--- src/rtl/spi_frame_master.sv ---
// SPI mode-0 master that streams words from a register bank out on MOSI and writes captured frames back.
// Build option: define SPI_LOOPBACK_EN to sample the registered MOSI instead of the MISO pin.
module spi_frame_master #(
   parameter int unsigned   N       = 8,
   parameter int unsigned   FRAME   = 8,
   parameter int unsigned   DIV     = 4,
   parameter logic [N-1:0]  RX_BASE = '0
) (
   input  logic          clk,
   input  logic          rst,
   input  logic          send,
   input  logic [N-1:0]  n_tx,
   input  logic [31:0]   rd_data,
   output logic [N-1:0]  rd_addr,
   output logic          wr_en,
   output logic [N-1:0]  wr_addr,
   output logic [31:0]   wr_data,
   output logic          busy,
   output logic          done,
   output logic [N-1:0]  words_done,
   output logic          sclk,
   output logic          mosi,
   input  logic          miso,
   output logic          cs_n
);

   localparam int unsigned DW = (DIV > 1) ? $clog2(DIV) : 1;
   localparam int unsigned EW = $clog2(2 * FRAME);
   localparam logic [DW-1:0] DIV_LAST  = DW'(DIV - 1);
   localparam logic [EW-1:0] EDGE_LAST = EW'(2 * FRAME - 1);

   typedef enum logic [2:0] {IDLE, LOAD, SETUP, SHIFT, STORE, DONE} state_t;

   state_t            state;
   logic [N-1:0]      n_last;
   logic [FRAME-1:0]  tx;
   logic [FRAME-1:0]  rx;
   logic [FRAME-1:0]  tx_shl;
   logic [FRAME-1:0]  rx_shl;
   logic [DW-1:0]     div_cnt;
   logic [EW-1:0]     edge_cnt;
   logic              rx_bit;
   logic              unused_bits;

`ifdef SPI_LOOPBACK_EN
   assign rx_bit      = mosi;
   assign unused_bits = ^{rd_data, miso};
`else
   assign rx_bit      = miso;
   assign unused_bits = ^rd_data;
`endif

   assign tx_shl = tx << 1;
   assign rx_shl = (rx << 1) | FRAME'(rx_bit);

   always_ff @(posedge clk) begin
      if (rst) begin
         state      <= IDLE;
         n_last     <= '0;
         tx         <= '0;
         rx         <= '0;
         div_cnt    <= '0;
         edge_cnt   <= '0;
         rd_addr    <= '0;
         wr_en      <= 1'b0;
         wr_addr    <= '0;
         wr_data    <= '0;
         busy       <= 1'b0;
         done       <= 1'b0;
         words_done <= '0;
         sclk       <= 1'b0;
         mosi       <= 1'b0;
         cs_n       <= 1'b1;
      end else begin
         wr_en <= 1'b0;
         done  <= 1'b0;
         case (state)
            IDLE: begin
               if (send) begin
                  n_last     <= n_tx;
                  rd_addr    <= '0;
                  words_done <= '0;
                  busy       <= 1'b1;
                  state      <= LOAD;
               end
            end
            LOAD: begin
               tx    <= rd_data[FRAME-1:0];
               state <= SETUP;
            end
            SETUP: begin
               cs_n     <= 1'b0;
               mosi     <= tx[FRAME-1];
               div_cnt  <= '0;
               edge_cnt <= '0;
               state    <= SHIFT;
            end
            SHIFT: begin
               if (div_cnt == DIV_LAST) begin
                  div_cnt <= '0;
                  sclk    <= ~sclk;
                  // sclk still low here means this toggle is a rising edge
                  if (!sclk) begin
                     rx <= rx_shl;
                  end else begin
                     tx   <= tx_shl;
                     mosi <= tx_shl[FRAME-1];
                  end
                  if (edge_cnt == EDGE_LAST) state <= STORE;
                  else                       edge_cnt <= edge_cnt + 1'b1;
               end else begin
                  div_cnt <= div_cnt + 1'b1;
               end
            end
            STORE: begin
               wr_en      <= 1'b1;
               wr_addr    <= rd_addr + RX_BASE;
               wr_data    <= 32'(rx);
               words_done <= words_done + 1'b1;
               if (rd_addr == n_last) begin
                  state <= DONE;
               end else begin
                  rd_addr <= rd_addr + 1'b1;
                  state   <= LOAD;
               end
            end
            DONE: begin
               cs_n  <= 1'b1;
               done  <= 1'b1;
               busy  <= 1'b0;
               state <= IDLE;
            end
            default: state <= IDLE;
         endcase
      end
   end

endmodule

--- config.mk ---
export PLATFORM = sky130hd
export DESIGN_NAME = spi_frame_master
export DESIGN_NICKNAME = d
export VERILOG_FILES = /design/src/rtl/spi_frame_master.sv
export SDC_FILE = /design/constraint.sdc
export NUM_CORES = 1
export LEC_CHECK = 0
export BUFFER_PORTS_ARGS = -buffer_cell sky130_fd_sc_hd__buf_4
export CAP_MARGIN = 20
export CORE_MARGIN = 10
export CORE_UTILIZATION = 55
export CTS_CLUSTER_DIAMETER = 30
export CTS_CLUSTER_SIZE = 8
export DETAILED_ROUTE_END_ITERATION = 10
export PLACE_DENSITY = 0.82
export SKIP_CTS_REPAIR_TIMING = 1
export SYNTH_ARGS = -nofsm -noshare
export SYNTH_HDL_FRONTEND = slang
export SYNTH_SLANG_ARGS = --single-unit
--- constraint.sdc ---
create_clock -name clk -period 3.5 [get_ports clk]
set_input_delay 0.35 -clock clk [delete_from_list [all_inputs] [get_ports clk]]
set_output_delay 0.35 -clock clk [all_outputs]
set_load 0.03 [all_outputs]
# [Word-level counts from Yosys, hierarchy flattened]
# Index checks and enable logic that the tools add are counted.
[totals] ff_bits=71 in_bits=44 out_inout_bits=62 word_cells=77
[op_classes] add_sub_neg=4 eq_ne=14 muxes=25 bitwise=2 n_reduce_logical=16
[ops] operator="case mux 8 bit (2 select lines)" n=3
[ops] operator="2-to-1 mux 8 bit" n=4
[ops] operator="AND reduction 3 bit" n=6
[ops] operator="adder 8 x 1 -> 8 bit (second input constant)" n=2
[ops] operator="case mux 3 bit (5 select lines)" n=1
[ops] operator="2-to-1 mux 3 bit" n=4
[ops] operator="!= test 2 bit (second input constant)" n=6
[ops] operator="nonzero test 2 bit" n=5
[ops] operator="equality test 8 bit" n=1
[ops] operator="2-to-1 mux 4 bit" n=2
[ops] operator="OR 8 x 1 -> 8 bit" n=1
[ops] operator="case mux 4 bit (2 select lines)" n=1
[ops] operator="AND reduction 2 bit" n=4
[ops] operator="equality test 3 x 2 -> 1 bit (second input constant)" n=2
[ops] operator="equality test 3 bit (second input constant)" n=2
[ops] operator="case mux 1 bit (2 select lines)" n=3
[ops] operator="2-to-1 mux 1 bit" n=5
[ops] operator="adder 4 x 1 -> 4 bit (second input constant)" n=1
[ops] operator="equality test 4 bit (second input constant)" n=1
[ops] operator="case mux 2 bit (2 select lines)" n=1
[ops] operator="equality test 3 x 1 -> 1 bit (second input constant)" n=1
[ops] operator="logical NOT 3 bit" n=1
[ops] operator="adder 2 x 1 -> 2 bit (second input constant)" n=1
[ops] operator="equality test 2 bit (second input constant)" n=1
[ops] operator="2 further kinds" n=2

# [Depth between registers and ports, before layout]
# Gate-level depths: netlist of the first run.
[depth] word_depth=4 ltp_mapped=7 mapped_depth_nobuf=5

# [Worst setup path after synthesis of the first run]
# OpenSTA, ideal clock, no wires.
[synth_path] path_kind="reg2reg" from="register rd_addr[2]" to="register rd_addr[0]" setup_ps=121 t_arrival_ps=1587 required_time_ps=3379 slack_ps=1792 stages_incl_launch_ff=6 path_buffers=1 period_less_slack_ps=1708 path_cell_list="dfxtp_1 -> buf_2 -> xnor2_1 -> and4_1 -> a21oi_1 -> mux2_2"
[synth_via] elab_chain_len=3
[synth_rtl] element="start, declared" line_no="14" rtl="output logic [N-1:0] rd_addr,"
[synth_rtl] element="start signal, assigned" line_no="123" rtl="rd_addr <= rd_addr + 1'b1;"
[synth_rtl] element="equality test 8 bit" line_no="120" rtl="if (rd_addr == n_last) begin"
[synth_rtl] element="!= test 2 bit (no line)"
[synth_rtl] element="AND reduction 3 bit (no line)"
# Every way passes these cells.
# A chain may end at the register's enable or synchronous reset.

# [Worst setup path in the final report of the first run]
[layout_path] from="register state[1]" to="register rx[1]"
[layout_via] elab_chain_len=2
[layout_rtl] element="start, declared" line_no="34" rtl="state_t state;"
[layout_rtl] element="start signal, assigned" line_no="58" rtl="state <= IDLE;"
[layout_rtl] element="start signal, assigned" line_no="84" rtl="state <= LOAD;"
[layout_rtl] element="start signal, assigned" line_no="89" rtl="state <= SETUP;"
[layout_rtl] element="equality test 3 x 2 -> 1 bit" line_no="77" rtl="case (state)"
[layout_rtl] element="AND reduction 3 bit (no line)"
[layout_rtl] element="end signal, assigned" line_no="104" rtl="rx <= rx_shl;"
[layout_rtl] element="end, declared" line_no="37" rtl="logic [FRAME-1:0] rx;"
# Every way passes these cells.

==> results.py, run 1 <==
metrics = {
    "logic_synthesis": {
        "synth.avg_cell_area_um2": 8.08,
        "ys_async_sr_fraction_pct": 0,
        "yosysTopAreaCell": "dfxtp_1",
        "synth.area.top_cells": "dfxtp_1 (41%), nand2_1 (9.3%), a21oi_1 (5.6%)",
        "netlist_area_mm2": 0.00347,
        "synth_edf_count": 0,
        "yosys_warnings": 0,
        "synth-main-ff-cell": "dfxtp_1",
        "synth_top_area_share_pct": 41.0,
        "synth_seq_cells": 71,
        "ys_seq_area_share_pct": 41.0,
        "yosys.cell_types.count": 51,
        "synthCells": 429,
    },
    "power": {
        "total_power_mw": 2.14,
        "p_leak_nw": 1.60,
        "p_seq_share_pct": 42.2,
        "power_frac_comb_pct": 16.9,
        "p_sw_share_pct": 29.3,
        "power.density_mw_per_mm2": 526,
        "power.internal_mw": 1.52,
        "power_switching_mw": 0.627,
        "p_clk_share_pct": 40.9,
        "ir_drop_v": 0.000328,
    },
    "floorplan": {
        "die_area_mm2": 0.00988,
        "fp.dieW_um": 99.4,
        "initial_utilization_pct": 57.6,
        "coreArea_mm2": 0.00603,
        "num_rows": 28,
        "ioPinCount": 106,
        "die_y_um": 99.4,
    },
    "setup_path": {
        "worst-path-max-fanout": 19,
        "required_ns": 3.71,
        "r2r_slack_ns": 1.38,
        "worstSetupStartpointType": "flop",
        "cp-end-kind": "flop",
        "path_class": "reg2reg",
        "r2r_start": "state[1]$_SDFFE_PP0P_",
        "cp.arrival_ns": 2.34,
        "r2r_cells": 5,
        "r2r-end": "rx[1]$_SDFFE_PP0P_",
    },
    "cts": {
        "clock_sinks": 71,
        "clk_path_buf_depth": 2,
        "clk_latency_ns": 0.35,
        "cts-buffers-inserted": 9,
        "cts_max_level": 3,
        "clockRootBuffer": "clkbuf_8",
        "clkTransAtPathRegs_ns": 0.08,
        "cts_tree": "done",
    },
    "timing": {
        "timing.final.crit_share_pct": 60.6,
        "slew_viol_final": 0,
        "fin_crit_ns": 2.12,
        "max-slew-margin-rel_pct": 55.9,
        "finalHoldViolations": 0,
        "clock_skew_ns": 0.00612,
        "fmax_ghz": 0.471,
        "setup_viol": 0,
        "setup_tns_ns": 0,
        "rsz0062_at_grt": "false",
        "worst_pin_slew_ns": 0.662,
    },
    "layout": {
        "antenna_cells": 0,
        "drive_gt1_share_pct": 18.2,
        "final_nets": 521,
        "fin_cells": 553,
        "area_growth_pct": 17.4,
    },
    "routing": {
        "drt_wl_total_mm": 8.34,
        "vias_per_cell": 5.55,
        "first_pass_iters": 4,
        "antenna_left": 0,
        "drt_iter0_markers": 163,
        "drc": 0,
        "vias": 3070,
        "wire_per_inst_um": 15.1,
    },
    "global_route": {
        "antenna_found_initial": 0,
        "grt_overflow_total": 0,
        "grt_max_degree": 50,
        "grt_pass1_vias": 2935,
        "grt_pass1_wl_mm": 13.9,
        "grtUsageTotal_pct": 16.5,
    },
    "hold_path": {
        "holdCritPathClass": "in2reg",
        "min-delay-start": "miso",
        "min_to": "rx[0]$_SDFFE_PP0P_",
        "hold_depth": 3,
    },
    "placement": {
        "place_inst": 537,
        "gp_congestion": 0.895,
        "place_hpwl_mm": 5.75,
        "port-buffer-count": 57,
    },
    "run_status": {
        "status": "completed",
    },
    "job": {
        "max-cap-violations": 0,
    },
}
## synth_stat cells (4+ instances only)
master,number
nand2_1,86
dfxtp_1,71
a21oi_1,39
nor2_1,35
buf_4,24
nand3_1,12
nor3_1,12
o21ai_0,12
clkbuf_1,11
mux2i_1,11
buf_2,10
a311oi_1,9
xnor2_1,8
nor2b_1,6
and4_1,5
o211ai_1,5
or3_1,5
a31oi_1,4
buf_1,4
ha_1,4
inv_1,4
## power groups by stage
stage / Combinational, mW / Sequential [mW] / Clock (mW)
after floorplan: 0.302 / 0.915 / 0
after global placement: 0.349 / 0.922 / 0
after detailed placement: 0.358 / 0.923 / 0
after CTS: 0.359 / 0.905 / 0.882
after global routing: 0.404 / 0.914 / 0.915
final: 0.362 / 0.905 / 0.877
## per-stage QoR
step | cell area, µm² | hold slack [ns] | utilization, % | setup WS [ns]
floorplan | 3550 | 0.431 | - | 1.79
global placement | 3800 | 0.444 | 63.1 | 1.42
detailed placement | 3800 | 0.449 | 63.1 | 1.37
CTS | 4070 | 0.243 | 67.6 | 1.36
global route | 4070 | 0.252 | 67.6 | 1.16
finish | 4070 | 0.243 | 67.6 | 1.38
## worst max-delay path: stages (launching register included)
cell and delay, ns:
dfxtp_1 0.72, nand3b_1 0.47, nor3b_2 0.28, buf_4 0.23, mux2i_1 0.22, nor2_1 0.07
## sequential cells by signal (all words and copies together) (netlist names), 2 cells and up
signal and flops:
n_last 8, div_cnt 2, state 3, rd_addr 8, wr_data 8, edge_cnt 4, rx 8, tx 8
wr_addr 8, words_done 8
## how the worst max path moves through the flow
stage          depth (start not counted)                    endpoint  slack, ns                     from
2_1_floorplan                          5     rd_addr[0]$_SDFFE_PP0P_       1.79  rd_addr[2]$_SDFFE_PP0P_
3_3_place_gp                           5  words_done[7]$_SDFFE_PP0P_       1.42    state[2]$_SDFFE_PP0P_
3_5_place_dp                           5          rx[1]$_SDFFE_PP0P_       1.37    state[1]$_SDFFE_PP0P_
4_1_cts                                5          rx[1]$_SDFFE_PP0P_       1.36    state[1]$_SDFFE_PP0P_
5_1_grt                                5     rd_addr[4]$_SDFFE_PP0P_       1.16    state[2]$_SDFFE_PP0P_
6_report                               5          rx[1]$_SDFFE_PP0P_       1.38    state[1]$_SDFFE_PP0P_
## kinds of logic (layout without fill, tap and decap cells)
| group | Yosys count | after routing | synth area share, % |
|---|---|---|---|
| xor+xnor | 8 | 8 | 2.02 |
| fa+ha+maj | 4 | 4 | 1.44 |
| other cells | 1 | 24 | 0.108 |
| simple gates | 189 | 189 | 26.0 |
| flops | 71 | 71 | 41.0 |
| buf+inv | 56 | 82 | 9.67 |
| compound gates | 86 | 86 | 15.6 |
| mux | 14 | 14 | 4.15 |
## placed cells by master (no fill, tap or decap), drive strengths merged, types with 5 or more instances in the layout
cell | synthesis | final
a311oi | 10 | 10
conb | 1 | 24
xnor2 | 8 | 8
nand2 | 86 | 86
mux2i | 11 | 11
buf | 41 | 62
o21ai | 12 | 12
nand3 | 12 | 12
a21oi | 40 | 40
clkbuf | 11 | 9
nor3 | 13 | 13
and4 | 5 | 5
dfxtp | 71 | 71
or3 | 5 | 5
inv | 4 | 5
o211ai | 5 | 5
nor2 | 35 | 35
nor2b | 6 | 6
## final cells by class
cell class | count | area (µm²)
timing repair buffer | 62 | 465
sequential | 71 | 1420
clock buffer | 9 | 124
fill | 503 | 1950
multi-input combinational | 325 | 1810
clock inverter | 7 | 144
tap | 75 | 93.8
inverter | 4 | 15.0
## metal layers
layer | global-route usage, % | wire (µm) | vias to the layer above
met2 | 27.2 | 4010 | 91
met1 | 18.9 | 3570 | 1442
met3 | 6.23 | 673 | 9
met5 | 0 | 0 | -
li1 | - | - | 1528
met4 | 6.06 | 97 | 0
Note: power is estimated with default switching activity, not from simulation.
==> run 2: changes to the inputs <==
- ABC_AREA: not set -> 1
- CORE_UTILIZATION: 55 -> 51
- PLACE_DENSITY: 0.82 -> 0.77
- clock period: 3.5 -> 2.1 ns (I/O delays scaled with it)
==> run 2 against run 1 <==
Against the previous run: sequential share of layout area is 1.5 points higher; clock power rose by 52%; flip-flop and latch count is the same; final cell count grew 5.8%; sequential power increased by 89%; largest cell class unchanged.
==> results.py, run 2 <==
metrics = {
    "routing": {
        "antenna_left": 0,
        "top_layer": "met4",
        "drt_wl_total_mm": 7.90,
        "vias_per_cell": 5.12,
        "vias": 2997,
        "first_pass_iters": 4,
        "drt_iter0_markers": 188,
        "routed-wl-met3_um": 669,
        "wl_met1_mm": 3.55,
        "wire_per_inst_um": 13.5,
        "wl_met2_mm": 3.58,
        "drc": 0,
    },
    "floorplan": {
        "die_y_um": 100,
        "coreArea_mm2": 0.00631,
        "ioPinCount": 106,
        "die_area_mm2": 0.0101,
        "initial_utilization_pct": 52.0,
        "fp.dieW_um": 100,
        "num_rows": 29,
    },
    "layout": {
        "antenna_cells": 0,
        "final_cell_mix": "nand2_1 (79), dfxtp_1 (71), buf_4 (61)",
        "drive_gt1_share_pct": 18.7,
        "final_util_pct": 61.9,
        "fin_cells": 585,
        "final_nets": 551,
        "area_growth_pct": 18.9,
        "stdcell_area_mm2": 0.00391,
        "final_common_cell": "nand2_1",
    },
    "global_route": {
        "antenna_found_initial": 0,
        "grt_max_degree": 30,
        "grt_pass1_wl_mm": 12.9,
        "grt_pass1_vias": 2766,
        "grt_overflow_total": 0,
        "grtUsageTotal_pct": 15.3,
    },
    "timing": {
        "worst_slack_ns": 0.329,
        "fmax_ghz": 0.565,
        "fin_crit_ns": 1.77,
        "clock_skew_ns": 0.00423,
        "rsz0062_at_grt": "false",
        "setup_tns_ns": 0,
        "finalHoldViolations": 0,
        "timing.final.crit_share_pct": 84.3,
        "slew_viol_final": 0,
        "setup_viol": 0,
    },
    "setup_path": {
        "crit_slowest_cell": "dfxtp_1",
        "crit_top_cell": "nor2_1",
        "crit_chain": "nand2_1 -> nor2_4 -> inv_2 -> nor2_1 -> nand2_2 -> inv_2 -> nor2_1 -> nor2_1",
        "cp-end-kind": "flop",
        "worst-path-max-fanout": 19,
        "worstSetupStartpointType": "flop",
        "crit_buf_inv": 2,
        "cp.arrival_ns": 2.04,
        "path_class": "reg2reg",
        "slowest_delay_ns": 0.49,
        "cp_top_family": "simple AND/OR/NAND/NOR gates",
        "required_ns": 2.37,
    },
    "placement": {
        "dpl-instance-area_mm2": 0.00366,
        "dp_slack_ns": 0.395,
        "port-buffer-count": 57,
        "place_inst": 569,
        "gp_congestion": 0.844,
        "place_hpwl_mm": 5.62,
    },
    "logic_synthesis": {
        "netlist_area_mm2": 0.00328,
        "yosys_warnings": 0,
        "synth.avg_cell_area_um2": 7.33,
        "yosysTopAreaCell": "dfxtp_1",
        "synth_top_area_share_pct": 43.3,
        "yosys-top-cells-count": "nand2_1 (79), dfxtp_1 (71), nor2_1 (56)",
        "ys_async_sr_fraction_pct": 0,
        "synth_seq_cells": 71,
        "synth.most_common_cell": "nand2_1",
        "ys_seq_area_share_pct": 43.3,
        "synth.area.top_cells": "dfxtp_1 (43%), nand2_1 (9.0%), a21oi_1 (6.9%)",
        "yosys.cell_types.count": 36,
        "synth_edf_count": 0,
        "synthCells": 448,
        "synth-main-ff-cell": "dfxtp_1",
    },
    "cts": {
        "clk_path_buf_depth": 2,
        "clockRootBuffer": "clkbuf_8",
        "cts_tree": "done",
        "clock_sinks": 71,
        "clkTransAtPathRegs_ns": 0.07,
        "cts-buffers-inserted": 9,
        "cts_max_level": 3,
        "clk_latency_ns": 0.34,
    },
    "power": {
        "power.density_mw_per_mm2": 1140,
        "ir_drop_v": 0.000755,
        "p_leak_nw": 1.72,
    },
    "hold_path": {
        "holdCritPathClass": "in2reg",
    },
    "run_status": {
        "status": "completed",
    },
    "job": {
        "max-cap-violations": 0,
    },
}
[run 2: cell count changes after synthesis, moves of 9 or more]
| cell | change |
|---|---|
| nand3_1 | +16 |
| nor2_1 | +21 |
| o21ai_0 | +30 |
| a311oi_1 | -9 |
| inv_1 | +29 |
| mux2i_1 | -11 |
[run 2: area by class of cell]
class,instances,area (µm²)
Tap cell,77,96.3
Fill cell,569,2410
Clock buffer,10,138
Sequential cell,71,1420
Timing Repair Buffer,61,458
Clock inverter,6,108
Inverter,41,154
Multi-Input combinational cell,319,1530
[run 2: path summary, 6_finish.rpt]
path | slack [ns] | depth (start not counted) | from | endpoint
max | 0.33 | 8 | state[0]$_SDFFE_PP0P_ | rx[1]$_SDFFE_PP0P_
min | 0.12 | 3 | n_tx[2] | n_last[2]$_SDFFE_PP0P_
max reg2reg | 0.33 | 8 | state[0]$_SDFFE_PP0P_ | rx[1]$_SDFFE_PP0P_
min reg2reg | 0.45 | 2 | tx[6]$_SDFFE_PP0P_ | tx[6]$_SDFFE_PP0P_
[run 2: cell families (layout without fill, tap and decap cells)]
logic type,count (synthesis),count (layout),synth area share (%)
simple gates,182,182,24.3
compound gates,104,104,16.7
buf+inv,81,118,12.7
flops,71,71,43.3
xor+xnor,5,5,1.33
fa+ha+maj,4,4,1.52
other cells,1,24,0.114
[run 2: worst min-delay path, delay by kind of cell]
kind	cells	cell delay [ns]
buffers and inverters	1	0.10
AO/OA/AOI/OAI	1	0.05
AND/OR/NAND/NOR	1	0.05
[run 2: power by group]
part	leakage, nW	internal, mW	switching (mW)	total, mW
Clock	0.122	0.817	0.514	1.33
Combinational	1.02	0.432	0.959	1.39
Sequential	0.577	1.56	0.152	1.71
Total	1.72	2.81	1.63	4.43
[run 2: per-layer routing]
layer  global-route usage (%)  vias up
li1                         -     1527
met1                     18.7     1358
met2                     24.4      102
met3                     5.43       10
met4                     4.78        0
met5                        0        -
[run 2: metrics by stage]
| stage | total power [mW] | hold slack (ns) |
|---|---|---|
| floorplan | 2.78 | 0.355 |
| global placement | 3.09 | 0.432 |
| detailed placement | 3.12 | 0.436 |
| CTS | 4.45 | 0.116 |
| global route | 4.70 | 0.116 |
| finish | 4.43 | 0.123 |
==> run 3: changes to the inputs <==
- clock period: 2.1 -> 1.65 ns (I/O delays scaled with it)
==> run 3 against run 2 <==
Against the previous run: register-to-register slack lost 0.18 ns; worst hold slack lost 0.063 ns; clock power grew 5%; maximum frequency grew 18%; setup slack lost 0.18 ns; largest cell class unchanged; critical path depth is the same; sequential share of layout area shrank 0.19 points; utilization grew 0.38 points; clock skew grew 0.0030 ns; flip-flop and latch count is the same.
==> results.py, run 3 (synthesis results as in run 2) <==
metrics = {
    "timing": {
        "timing.final.crit_share_pct": 91.1,
        "slew_viol_final": 0,
        "setup_tns_ns": 0,
        "finalHoldViolations": 0,
        "clock_skew_ns": 0.00722,
        "fmax_ghz": 0.666,
        "rsz0062_at_grt": "false",
        "setup_viol": 0,
        "fin_crit_ns": 1.50,
    },
    "placement": {
        "dpl-instance-area_mm2": 0.00373,
        "port-buffer-count": 57,
        "place_hpwl_mm": 5.84,
        "gp_congestion": 0.853,
    },
    "routing": {
        "drc": 0,
        "drt_iter0_markers": 140,
        "drt_wl_total_mm": 7.88,
        "antenna_left": 0,
        "wire_per_inst_um": 13.3,
        "vias_per_cell": 5.02,
        "vias": 2981,
        "first_pass_iters": 4,
    },
    "hold_path": {
        "holdCritPathClass": "in2reg",
    },
    "global_route": {
        "antenna_found_initial": 0,
        "grtUsageTotal_pct": 15.4,
        "grt_overflow_total": 0,
        "grt_max_degree": 29,
        "grt_pass1_wl_mm": 12.7,
        "grt_pass1_vias": 2712,
    },
    "cts": {
        "clockRootBuffer": "clkbuf_8",
        "clock_sinks": 71,
        "cts-buffers-inserted": 9,
        "cts_tree": "done",
        "clk_latency_ns": 0.36,
        "clkTransAtPathRegs_ns": 0.08,
        "cts_max_level": 3,
        "clk_path_buf_depth": 2,
    },
    "layout": {
        "multi_input_area_mm2": 0.00153,
        "area_growth_pct": 19.7,
        "nFillCells": 579,
        "final_common_cell": "nand2_1",
        "antenna_cells": 0,
        "final_cell_mix": "nand2_1 (78), dfxtp_1 (70), buf_4 (70)",
        "stdcell_area_mm2": 0.00393,
        "final_nets": 560,
        "regArea_mm2": 0.00142,
        "drive_gt1_share_pct": 20.5,
    },
    "run_status": {
        "status": "completed",
    },
    "power": {
        "p_seq_share_pct": 40.1,
        "p_leak_nw": 1.74,
        "power_switching_mw": 2.07,
        "ir_drop_v": 0.000718,
        "power_frac_comb_pct": 34.0,
        "power.density_mw_per_mm2": 1370,
        "power.internal_mw": 3.32,
        "p_clk_share_pct": 25.9,
        "p_sw_share_pct": 38.4,
    },
    "floorplan": {
        "die_area_mm2": 0.0101,
        "num_rows": 29,
        "fp.dieW_um": 100,
        "ioPinCount": 106,
        "coreArea_mm2": 0.00631,
        "die_y_um": 100,
        "initial_utilization_pct": 52.0,
    },
    "setup_path": {
        "slowest_delay_ns": 0.37,
        "worst-path-max-fanout": 4,
        "cp-end-kind": "flop",
        "cp.arrival_ns": 1.76,
        "path_class": "reg2reg",
        "worstSetupStartpointType": "flop",
        "required_ns": 1.90,
        "crit_chain": "ha_1 -> inv_1 -> a21oi_1 -> o21ai_2 -> inv_2 -> nand2_1 -> nor2_1 -> nor3b_2",
        "crit_slowest_cell": "dfxtp_1",
    },
    "job": {
        "max-cap-violations": 0,
    },
}
## run 3: cell types whose count changed in the layout (fill, tap and decap cells not counted), sizes merged
cell      before  now
buf           61   70
clkinvlp       1    2
bufinv         3    1
clkinv         3    4
## run 3: power by group through the flow
stage	logic, mW	registers, mW	clock network [mW]
floorplan	1.12	2.42	0
global placement	1.80	2.19	0
detailed placement	1.83	2.20	0
CTS	1.84	2.16	1.42
global route	2.06	2.20	1.48
finish	1.83	2.16	1.40
## run 3: worst paths after layout
check	start	end	slack (ns)	cells past startpoint
setup reg to reg	div_cnt[0]$_SDFFE_PP0P_	edge_cnt[3]$_SDFFE_PP0P_	0.15	8
hold / removal	n_tx[0]	n_last[0]$_SDFFE_PP0P_	0.06	3
setup / recovery	div_cnt[0]$_SDFFE_PP0P_	edge_cnt[3]$_SDFFE_PP0P_	0.15	8
hold reg to reg	tx[6]$_SDFFE_PP0P_	tx[6]$_SDFFE_PP0P_	0.45	2
## run 3: per-stage QoR
stage	setup WS (ns)	hold WS (ns)	instances	total power [mW]	utilization, %
3_5_place_dp	0.107	0.438	578	4.03	59.1
3_3_place_gp	0.152	0.422	578	3.98	59.1
5_1_grt	0.00386	0.0609	594	5.74	62.2
4_1_cts	0.0867	0.0517	594	5.42	62.2
2_1_floorplan	0.179	0.310	471	3.54	-
6_report	0.148	0.0598	594	5.39	62.2
## run 3: worst max-delay path: cells and delay by family, from the launching register on
kind | cells | cell delay (ns)
flops | 1 | 0.37
simple gates | 3 | 0.23
compound gates | 2 | 0.37
buf+inv | 2 | 0.18
fa+ha+maj | 1 | 0.25
## run 3: final cells by class
| class | instances | area share [%] |
|---|---|---|
| flip-flops and latches | 71 | 36.2 |
| clock inverters | 6 | 1.53 |
| repair buffers | 70 | 13.4 |
| inverters | 41 | 3.92 |
| multi-input cells | 319 | 39.0 |
| clock buffers | 10 | 3.50 |
| well taps | 77 | 2.45 |
## run 3: routing by layer
metal  wire length (µm)  global-route usage, %  share of wire (%)  vias up
met5                  0                      0                  0        -
met4                100                   5.76                1.3        0
met3                766                   6.73                9.7        9
met2               3570                   23.9                 45       94
met1               3450                   18.4                 44     1335
li1                   -                      -                  -     1543
